==> src/rtl/dense_wave_loader_pkg.sv <==
// Shared types and default geometry for the dense waveform loader.
package dense_loader_pkg;

    localparam int DEF_SAMPLE_WIDTH     = 16;
    localparam int DEF_SAMPLES_PER_LINE = 16;
    localparam int DEF_DATA_WIDTH       = DEF_SAMPLE_WIDTH * DEF_SAMPLES_PER_LINE + 1;
    localparam int DEF_BRAM_DEPTH       = 600;
    localparam int LAST_FLAG_BIT        = DEF_DATA_WIDTH - 1;

    typedef enum logic [1:0] {
        IDLE  = 2'd0,
        FILL  = 2'd1,
        WRITE = 2'd2,
        ARMED = 2'd3
    } loader_state_t;

endpackage

==> src/rtl/dense_wave_loader_packer.sv <==
// Slot buffer that packs consecutive samples into one BRAM line, lowest slot first.
module sample_line_packer
    import dense_loader_pkg::*;
#(
    parameter int SAMPLE_WIDTH     = DEF_SAMPLE_WIDTH,
    parameter int SAMPLES_PER_LINE = DEF_SAMPLES_PER_LINE
) (
    input  logic                                     clk,
    input  logic                                     rst,
    input  logic                                     clear,
    input  logic                                     push,
    input  logic [SAMPLE_WIDTH-1:0]                  data,
    output logic [SAMPLE_WIDTH*SAMPLES_PER_LINE-1:0] line,
    output logic                                     line_full
);

    localparam int SLOT_W = (SAMPLES_PER_LINE > 1) ? $clog2(SAMPLES_PER_LINE) : 1;

    logic [SLOT_W-1:0] slot;
    logic [SLOT_W-1:0] base_slot;

    // A clear and a push in the same cycle start a fresh line with this sample in slot 0.
    assign base_slot = clear ? '0 : slot;
    assign line_full = push && (base_slot == SLOT_W'(SAMPLES_PER_LINE - 1));

    always_ff @(posedge clk) begin
        if (rst) begin
            line <= '0;
            slot <= '0;
        end else begin
            if (clear) begin
                line <= '0;
                slot <= '0;
            end
            if (push) begin
                line[base_slot*SAMPLE_WIDTH +: SAMPLE_WIDTH] <= data;
                slot <= base_slot + 1'b1;
            end
        end
    end

endmodule

==> src/rtl/dense_wave_loader.sv <==
// Streams samples into packed BRAM lines and arms playback after the last line.
// Optional running-XOR checksum output when DENSE_LOADER_CHECKSUM_EN is defined.
module dense_wave_loader
    import dense_loader_pkg::*;
#(
    parameter int SAMPLE_WIDTH     = DEF_SAMPLE_WIDTH,
    parameter int SAMPLES_PER_LINE = DEF_SAMPLES_PER_LINE,
    parameter int DATA_WIDTH       = SAMPLE_WIDTH * SAMPLES_PER_LINE + 1,
    parameter int BRAM_DEPTH       = DEF_BRAM_DEPTH,
    localparam int AW              = $clog2(BRAM_DEPTH)
) (
    input  logic                    clk,
    input  logic                    rst,
    input  logic                    start,
    input  logic [SAMPLE_WIDTH-1:0] s_data,
    input  logic                    s_valid,
    input  logic                    s_last,
    output logic                    s_ready,
    input  logic                    write_rdy,
    output logic [AW-1:0]           addr,
    output logic [DATA_WIDTH-1:0]   line_out,
    output logic                    we,
    output logic                    en,
    output logic                    generator_mode,
    output logic                    rst_gen_mode,
    output logic [AW:0]             lines_written,
    output loader_state_t           state_dbg,
    output logic                    overflow
`ifdef DENSE_LOADER_CHECKSUM_EN
    ,
    output logic [SAMPLE_WIDTH-1:0] checksum
`endif
);

    loader_state_t state;
    logic          push;
    logic          line_full;
    logic          flag;
    logic          ovf_pend;
    logic          at_limit;
    logic [AW-1:0] base_addr;
    logic [SAMPLE_WIDTH*SAMPLES_PER_LINE-1:0] packed_line;

    // A sample transfers on a clock edge where s_valid && s_ready; s_ready is held low
    // while start is high so a sample is never consumed by a load that is being aborted.
    assign s_ready   = (state == FILL) && !start;
    assign push      = s_valid && s_ready;
    assign state_dbg = state;
    assign line_out  = {flag, packed_line};

    // Line buffer and address move on the cycle after we, so both stay stable while we is high.
    assign base_addr = (we && state == FILL) ? addr + 1'b1 : addr;
    assign at_limit  = (base_addr == AW'(BRAM_DEPTH - 1));

    sample_line_packer #(
        .SAMPLE_WIDTH     (SAMPLE_WIDTH),
        .SAMPLES_PER_LINE (SAMPLES_PER_LINE)
    ) u_packer (
        .clk       (clk),
        .rst       (rst),
        .clear     (start || we),
        .push      (push),
        .data      (s_data),
        .line      (packed_line),
        .line_full (line_full)
    );

    always_ff @(posedge clk) begin
        if (rst) begin
            state          <= IDLE;
            addr           <= '0;
            lines_written  <= '0;
            overflow       <= 1'b0;
            generator_mode <= 1'b0;
            rst_gen_mode   <= 1'b0;
            we             <= 1'b0;
            en             <= 1'b0;
            flag           <= 1'b0;
            ovf_pend       <= 1'b0;
        end else begin
            we           <= 1'b0;
            en           <= 1'b0;
            rst_gen_mode <= 1'b0;
            if (start) begin
                state          <= FILL;
                addr           <= '0;
                lines_written  <= '0;
                overflow       <= 1'b0;
                generator_mode <= 1'b0;
                rst_gen_mode   <= 1'b1;
                flag           <= 1'b0;
                ovf_pend       <= 1'b0;
            end else begin
                addr <= base_addr;
                case (state)
                    FILL: begin
                        if (push && (line_full || s_last)) begin
                            state    <= WRITE;
                            flag     <= s_last || at_limit;
                            ovf_pend <= at_limit && !s_last;
                        end
                    end
                    WRITE: begin
                        if (write_rdy) begin
                            we            <= 1'b1;
                            en            <= 1'b1;
                            lines_written <= lines_written + 1'b1;
                            if (flag) begin
                                state    <= ARMED;
                                overflow <= ovf_pend;
                            end else begin
                                state <= FILL;
                            end
                        end
                    end
                    ARMED:   generator_mode <= 1'b1;
                    default: ;
                endcase
            end
        end
    end

`ifdef DENSE_LOADER_CHECKSUM_EN
    always_ff @(posedge clk) begin
        if (rst) begin
            checksum <= '0;
        end else if (start) begin
            checksum <= '0;
        end else if (push) begin
            checksum <= checksum ^ s_data;
        end
    end
`endif

endmodule

==> config.mk <==
export PLATFORM = sky130hd
export DESIGN_NAME = dense_wave_loader
export DESIGN_NICKNAME = d
export VERILOG_FILES = /design/src/rtl/dense_wave_loader_pkg.sv /design/src/rtl/dense_wave_loader_packer.sv /design/src/rtl/dense_wave_loader.sv
export SDC_FILE = /design/constraint.sdc
export NUM_CORES = 1
export LEC_CHECK = 0
export CORE_AREA = 2 2 199 201
export CTS_CLUSTER_DIAMETER = 80
export DETAILED_ROUTE_END_ITERATION = 10
export DIE_AREA = 0 0 201 203
export DONT_BUFFER_PORTS = 1
export GPL_ROUTABILITY_DRIVEN = 0
export PLACE_DENSITY = 0.53
export RECOVER_POWER = 100
export SLEW_MARGIN = 20
export SYNTH_ARGS = -nofsm -noshare
export SYNTH_HDL_FRONTEND = slang
export SYNTH_SLANG_ARGS = --single-unit
==> constraint.sdc <==
create_clock -name clk -period 4.5 [get_ports clk]
set_input_delay 0.9 -clock clk [delete_from_list [all_inputs] [get_ports clk]]
set_output_delay 0.9 -clock clk [all_outputs]
set_load 0.01 [all_outputs]
* Yosys cells after proc, flatten, opt, wreduce, memory -nomap -nowiden
Cells that the tools add are included.
** Storage, ports and cells
- Logic and storage cells :: 62
- Register bits after elaboration :: 289
- Output and inout port bits :: 286
- Input port bits :: 22
** Operators by class
- $add $sub $neg :: 4
- Eq/ne operators :: 9
- Muxes and demuxes :: 14
- Reductions and logical operators :: 20
- Bitwise gates (word level) :: 1
- Shifts and indexed selects :: 2
** Operator list (number)
- $mux 256 :: 3
- $bwmux 256 :: 1
- $shift 16x34->256 const A :: 1
- $shiftx 16x34->256 :: 1
- $neg 8->34 :: 1
- $add 11x1->11 const B :: 1
- $add 10x1->10 const B :: 1
- $eq 10x10->1 const B :: 1
- $mux 10 :: 1
- $reduce_and 3->1 :: 3
- $mux 4 :: 2
- $logic_and 1x1->1 :: 6
- $mux 2 :: 3
- $add 4x1->4 const B :: 1
- $eq 2x2->1 const B :: 2
- $eq 4x4->1 const B :: 1
- $pmux 2 s2 :: 1
- $reduce_and 2->1 :: 2
- $logic_or 1x1->1 :: 3
- $mux 1 :: 3
- $ne 3x2->1 const B :: 1
- $ne 3x3->1 const B :: 1
- $reduce_bool 3->1 :: 1
- $reduce_or 3->1 :: 1
- other kinds (7) :: 8

* Longest topological paths before layout
- Depth in word-level cells :: 9
- Mapped depth :: 13
- Depth with buffers taken out :: 8

* Hierarchy
A second synthesis with hierarchy kept.
** Unflattened totals
- Cell total of the unflattened synthesis :: 1183
- Area, all modules :: 10661.5 um2
** By module, submodules not included
- sample_line_packer :: instances 1, cells an instance 1026, area each 9271.4 um2, sequential area each 5205.0 um2
- dense_wave_loader :: instances 1, cells an instance 157, area each 1390.1 um2, sequential area each 580.6 um2

* Worst setup path after synthesis
Ideal clock, no wire load.
- Path kind :: input-to-reg
- Start point :: input start
- End point :: register u_packer.line[208]
- Data required time :: 4.429 ns
- Stages :: 12
- Setup slack :: 1.164 ns
- Library setup time :: 0.071 ns
- Path buffers :: 6
- Data arrival time :: 3.265 ns
- Cell sequence :: buf_2 > nor2_2 > nand2_1 > clkbuf_1 > clkbuf_1 > ha_1 > clkbuf_1 > and3_1 > clkbuf_1 > buf_1 > nand3_1 > a21oi_1
** Between the ends
- Longest elaborated chain between the ends :: 6
- Elaborated cells between the ends (all ways) :: 12
- Those cells by class :: add/sub: 1; shift: 2; mux: 5; reduce/logical: 4
** Ends and longest elaborated chain
- start, declared :: line dense_wave_loader.sv:14 : input logic start,
- $logic_or 1x1->1 :: line dense_wave_loader.sv:61 : .clear (start || we),
- $mux 4
- $neg 8->34 :: line dense_wave_loader_packer.sv:36 : line[base_slot*SAMPLE_WIDTH +: SAMPLE_WIDTH] <= data;
- $shiftx 16x34->256 / $shift 16x34->256 (equally long branches) :: line dense_wave_loader_packer.sv:36
- $bwmux 256 :: line dense_wave_loader_packer.sv:36
- $mux 256 (*) :: line dense_wave_loader_packer.sv:35 : if (push) begin
- end signal, assigned by index :: line dense_wave_loader_packer.sv:36
- end, declared :: line dense_wave_loader_packer.sv:13 : output logic [SAMPLE_WIDTH*SAMPLES_PER_LINE-1:0] line,
Mark *: on every way between the ends. The rest lies on a longest branch, timed or not. The select of a mux whose other input is x is not followed.
A chain may end at the register's enable or synchronous reset.

==> flow_metrics.py <==
metrics = {
    "detailed_routing": {
        "antenna_left": 0,
        "first_pass_iters": 5,
        "wl_per_cell_um": 22.23,
        "vias_per_cell": 5.246,
        "drc": 0,
        "wl_mm": 39.87,
        "routed-via-count": 9406,
        "drt_iter0_markers": 620,
    },
    "sta": {
        "slew_headroom": 0.002086,
        "timing.setup.tns_ns": 0,
        "hold_viol_final": 0,
        "setup_viol": 0,
        "fin_skew_ns": 0.01594,
        "period_share": 0.8323,
        "min_period_ns": 3.745,
        "fmax_mhz": 267.0,
        "final_max_slew_viol_count": 0,
        "rsz0062_at_grt": "false",
        "holdWs_ns": 0.4723,
        "worst_pin_slew_ns": 1.497,
    },
    "logic_synthesis": {
        "yosysWarnings": 0,
        "synth.avg_cell_area_um2": 8.642,
        "ys_top_cells_by_area": "dfxtp_1 (50%), nand3_1 (12%), a21oi_1 (6.6%)",
        "synthCells": 1330,
        "synth.yosys.seq_area_share": 0.5034,
        "synth_top_area_frac": 0.5034,
        "netlist_top_cells_count": "dfxtp_1 (289), nand3_1 (281), a21oi_1 (152)",
        "async_flop_share": 0,
        "synth_edf_count": 0,
        "syn_area_mm2": 0.01149,
        "yosysMostFrequentCell": "dfxtp_1",
        "syn_nets": 1358,
        "yosysTopAreaCell": "dfxtp_1",
        "ys_ff_latch": 289,
        "synth_cell_types": 56,
        "synth_flop_cell": "dfxtp_1",
    },
    "min_path": {
        "hold_class": "flop to flop",
    },
    "place": {
        "portBuffers": 0,
        "dp_hpwl_mm": 25.95,
    },
    "clock_tree": {
        "cts-htree-levels": 2,
        "clkLatencyLatePin_ns": 0.53,
        "ctsHoldBuffers": 0,
        "clkTransAtPathRegs_ns": 0.06,
        "cts_resized": 0,
        "clock_path_buffers": 3,
        "cts_sinks": 289,
        "cts_tree": "built",
        "cts_buffers": 35,
        "post_cts_buffers": 0,
        "cts_root_buf": "clkbuf_16",
    },
    "floorplanning": {
        "coreArea_mm2": 0.03847,
        "rows": 72,
        "start_util": 0.2988,
        "dieArea_mm2": 0.04080,
        "num_io_pins": 308,
        "die_h_um": 203,
        "die_w_um": 201,
    },
    "outcome": {
        "violations": "capacitance limit",
        "status": "complete, but fails checks",
    },
    "pwr": {
        "p_seq_frac": 0.465,
        "p_clk_frac": 0.516,
        "power_density_mw_per_mm2": 434.6,
        "p_leak_uw": 0.004220,
        "p_int_uw": 4335,
        "vdd_ir_drop_max_mv": 0.2526,
        "pwr-share-comb": 0.019,
        "switching_share": 0.2158,
        "switchingPower_uw": 1193,
    },
    "worst_setup_path": {
        "crit_required_ns": 4.95,
        "worstSetupPathType": "flop to flop",
        "worstPathArrival_ns": 4.20,
        "critPathMaxFanout": 50,
        "crit_path_start_kind": "flop",
        "end_kind": "flop",
    },
    "global_route": {
        "antenna_found_initial": 1,
        "grt_pass1_vias": 8706,
        "grt_max_degree": 155,
        "grt_overflow": 0,
        "grt_pass1_wl_mm": 58.01,
        "grt_usage": 0.1873,
    },
    "finish": {
        "num_antenna_cells": 0,
        "finalNetCount": 1281,
        "syn_to_final_growth_pct": 10.67,
        "drive_gt1_frac": 0.06431,
        "fillers": 4050,
    },
    "run": {
        "maxCapViolCount": 1,
    },
}
-- worst max-delay path, stage by stage (launching register included) --
cell,delay [ns]
dfxtp_1,0.70
nor2_1,0.24
nand2_1,0.12
buf_4,0.41
ha_1,0.50
nor3b_1,0.38
nand4_2,0.60
or3_1,0.54
a21oi_1,0.15
-- cell usage in the layout, fill, tap and decap left out, types with 6 or more instances in the layout --
| master | netlist | layout |
|---|---|---|
| a21oi_1 | 152 | 153 |
| and3_1 | 10 | 9 |
| buf_4 | 17 | 11 |
| clkbuf_16 | 0 | 37 |
| clkbuf_8 | 0 | 9 |
| dfxtp_1 | 289 | 289 |
| ha_1 | 6 | 6 |
| mux2i_1 | 49 | 49 |
| nand2_1 | 87 | 87 |
| nand2b_1 | 17 | 17 |
| nand3_1 | 281 | 281 |
| nand4_1 | 6 | 6 |
| nand4b_1 | 6 | 6 |
| nor2_1 | 91 | 91 |
| nor3_1 | 20 | 19 |
| o21ai_0 | 53 | 68 |
| or3_1 | 54 | 53 |
| xnor2_1 | 10 | 11 |
| xor2_1 | 10 | 10 |
-- final timing paths --
check                             start                      endpoint  slack [ns]  cells past startpoint
setup / recovery          en$_SDFF_PP0_  u_packer.line[13]$_SDFF_PP0_        0.75                      8
hold / removal    ovf_pend$_SDFFE_PP0P_         overflow$_SDFFE_PP0P_        0.47                      2
hold reg to reg   ovf_pend$_SDFFE_PP0P_         overflow$_SDFFE_PP0P_        0.47                      2
setup reg to reg          en$_SDFF_PP0_  u_packer.line[13]$_SDFF_PP0_        0.75                      8
-- power groups by stage --
stage | combinational, uW | clock [uW] | sequential [uW]
after floorplan | 94.8 | 0 | 2620
after global placement | 108 | 0 | 2630
after detailed placement | 108 | 0 | 2630
after CTS | 109 | 2930 | 2570
after global routing | 115 | 3020 | 2570
final | 105 | 2850 | 2570
-- per-stage QoR --
step | std cells | utilization | area, um2 | total power, uW | setup slack (ns)
after global routing | 1793 | 0.3307 | 12720 | 5705 | 0.3522
after detailed placement | 1734 | 0.3016 | 11600 | 2736 | 0.9053
after floorplan | 1330 | - | 11490 | 2718 | 1.164
final | 1793 | 0.3307 | 12720 | 5528 | 0.7548
after CTS | 1793 | 0.3321 | 12770 | 5607 | 0.9412
after global placement | 1734 | 0.3016 | 11600 | 2735 | 0.9818
-- final cells by class --
type | count | area [um2] | area share
multi-input cells | 911 | 5010 | 0.3939
repair buffers | 13 | 91.34 | 0.007181
well taps | 518 | 648.1 | 0.05095
flip-flops and latches | 289 | 5786 | 0.4548
clock buffers | 49 | 1061 | 0.08342
inverters | 3 | 11.26 | 0.0008853
clock inverters | 10 | 112.6 | 0.008853
-- cells by family (layout without fill, tap and decap cells) --
logic type,Yosys count,in the layout,synth area share
flip-flops,289,289,0.5034
AND/OR/NAND/NOR,604,604,0.2690
buffers and inverters,130,75,0.05889
AO/OA/AOI/OAI,231,231,0.1029
multiplexers,49,49,0.04267
adder cells (fa/ha/maj),6,6,0.006532
XOR/XNOR,21,21,0.01666
-- sequential cells by signal, indices dropped and copies added (netlist names), 2 cells and up --
register       count
u_packer.line    256
lines_written     11
addr              10
u_packer.slot      4
state_dbg          2
-- routing by layer --
layer,wire length [um],share of wire,GRT usage,vias up
met5,0,0,0,-
met2,17900,0.45,0.2844,385
met1,16910,0.42,0.2412,4445
li1,-,-,-,4500
met3,3768,0.095,0.06982,76
met4,1289,0.032,0.07196,0
No activity file was read; power rests on OpenSTA's default activity.
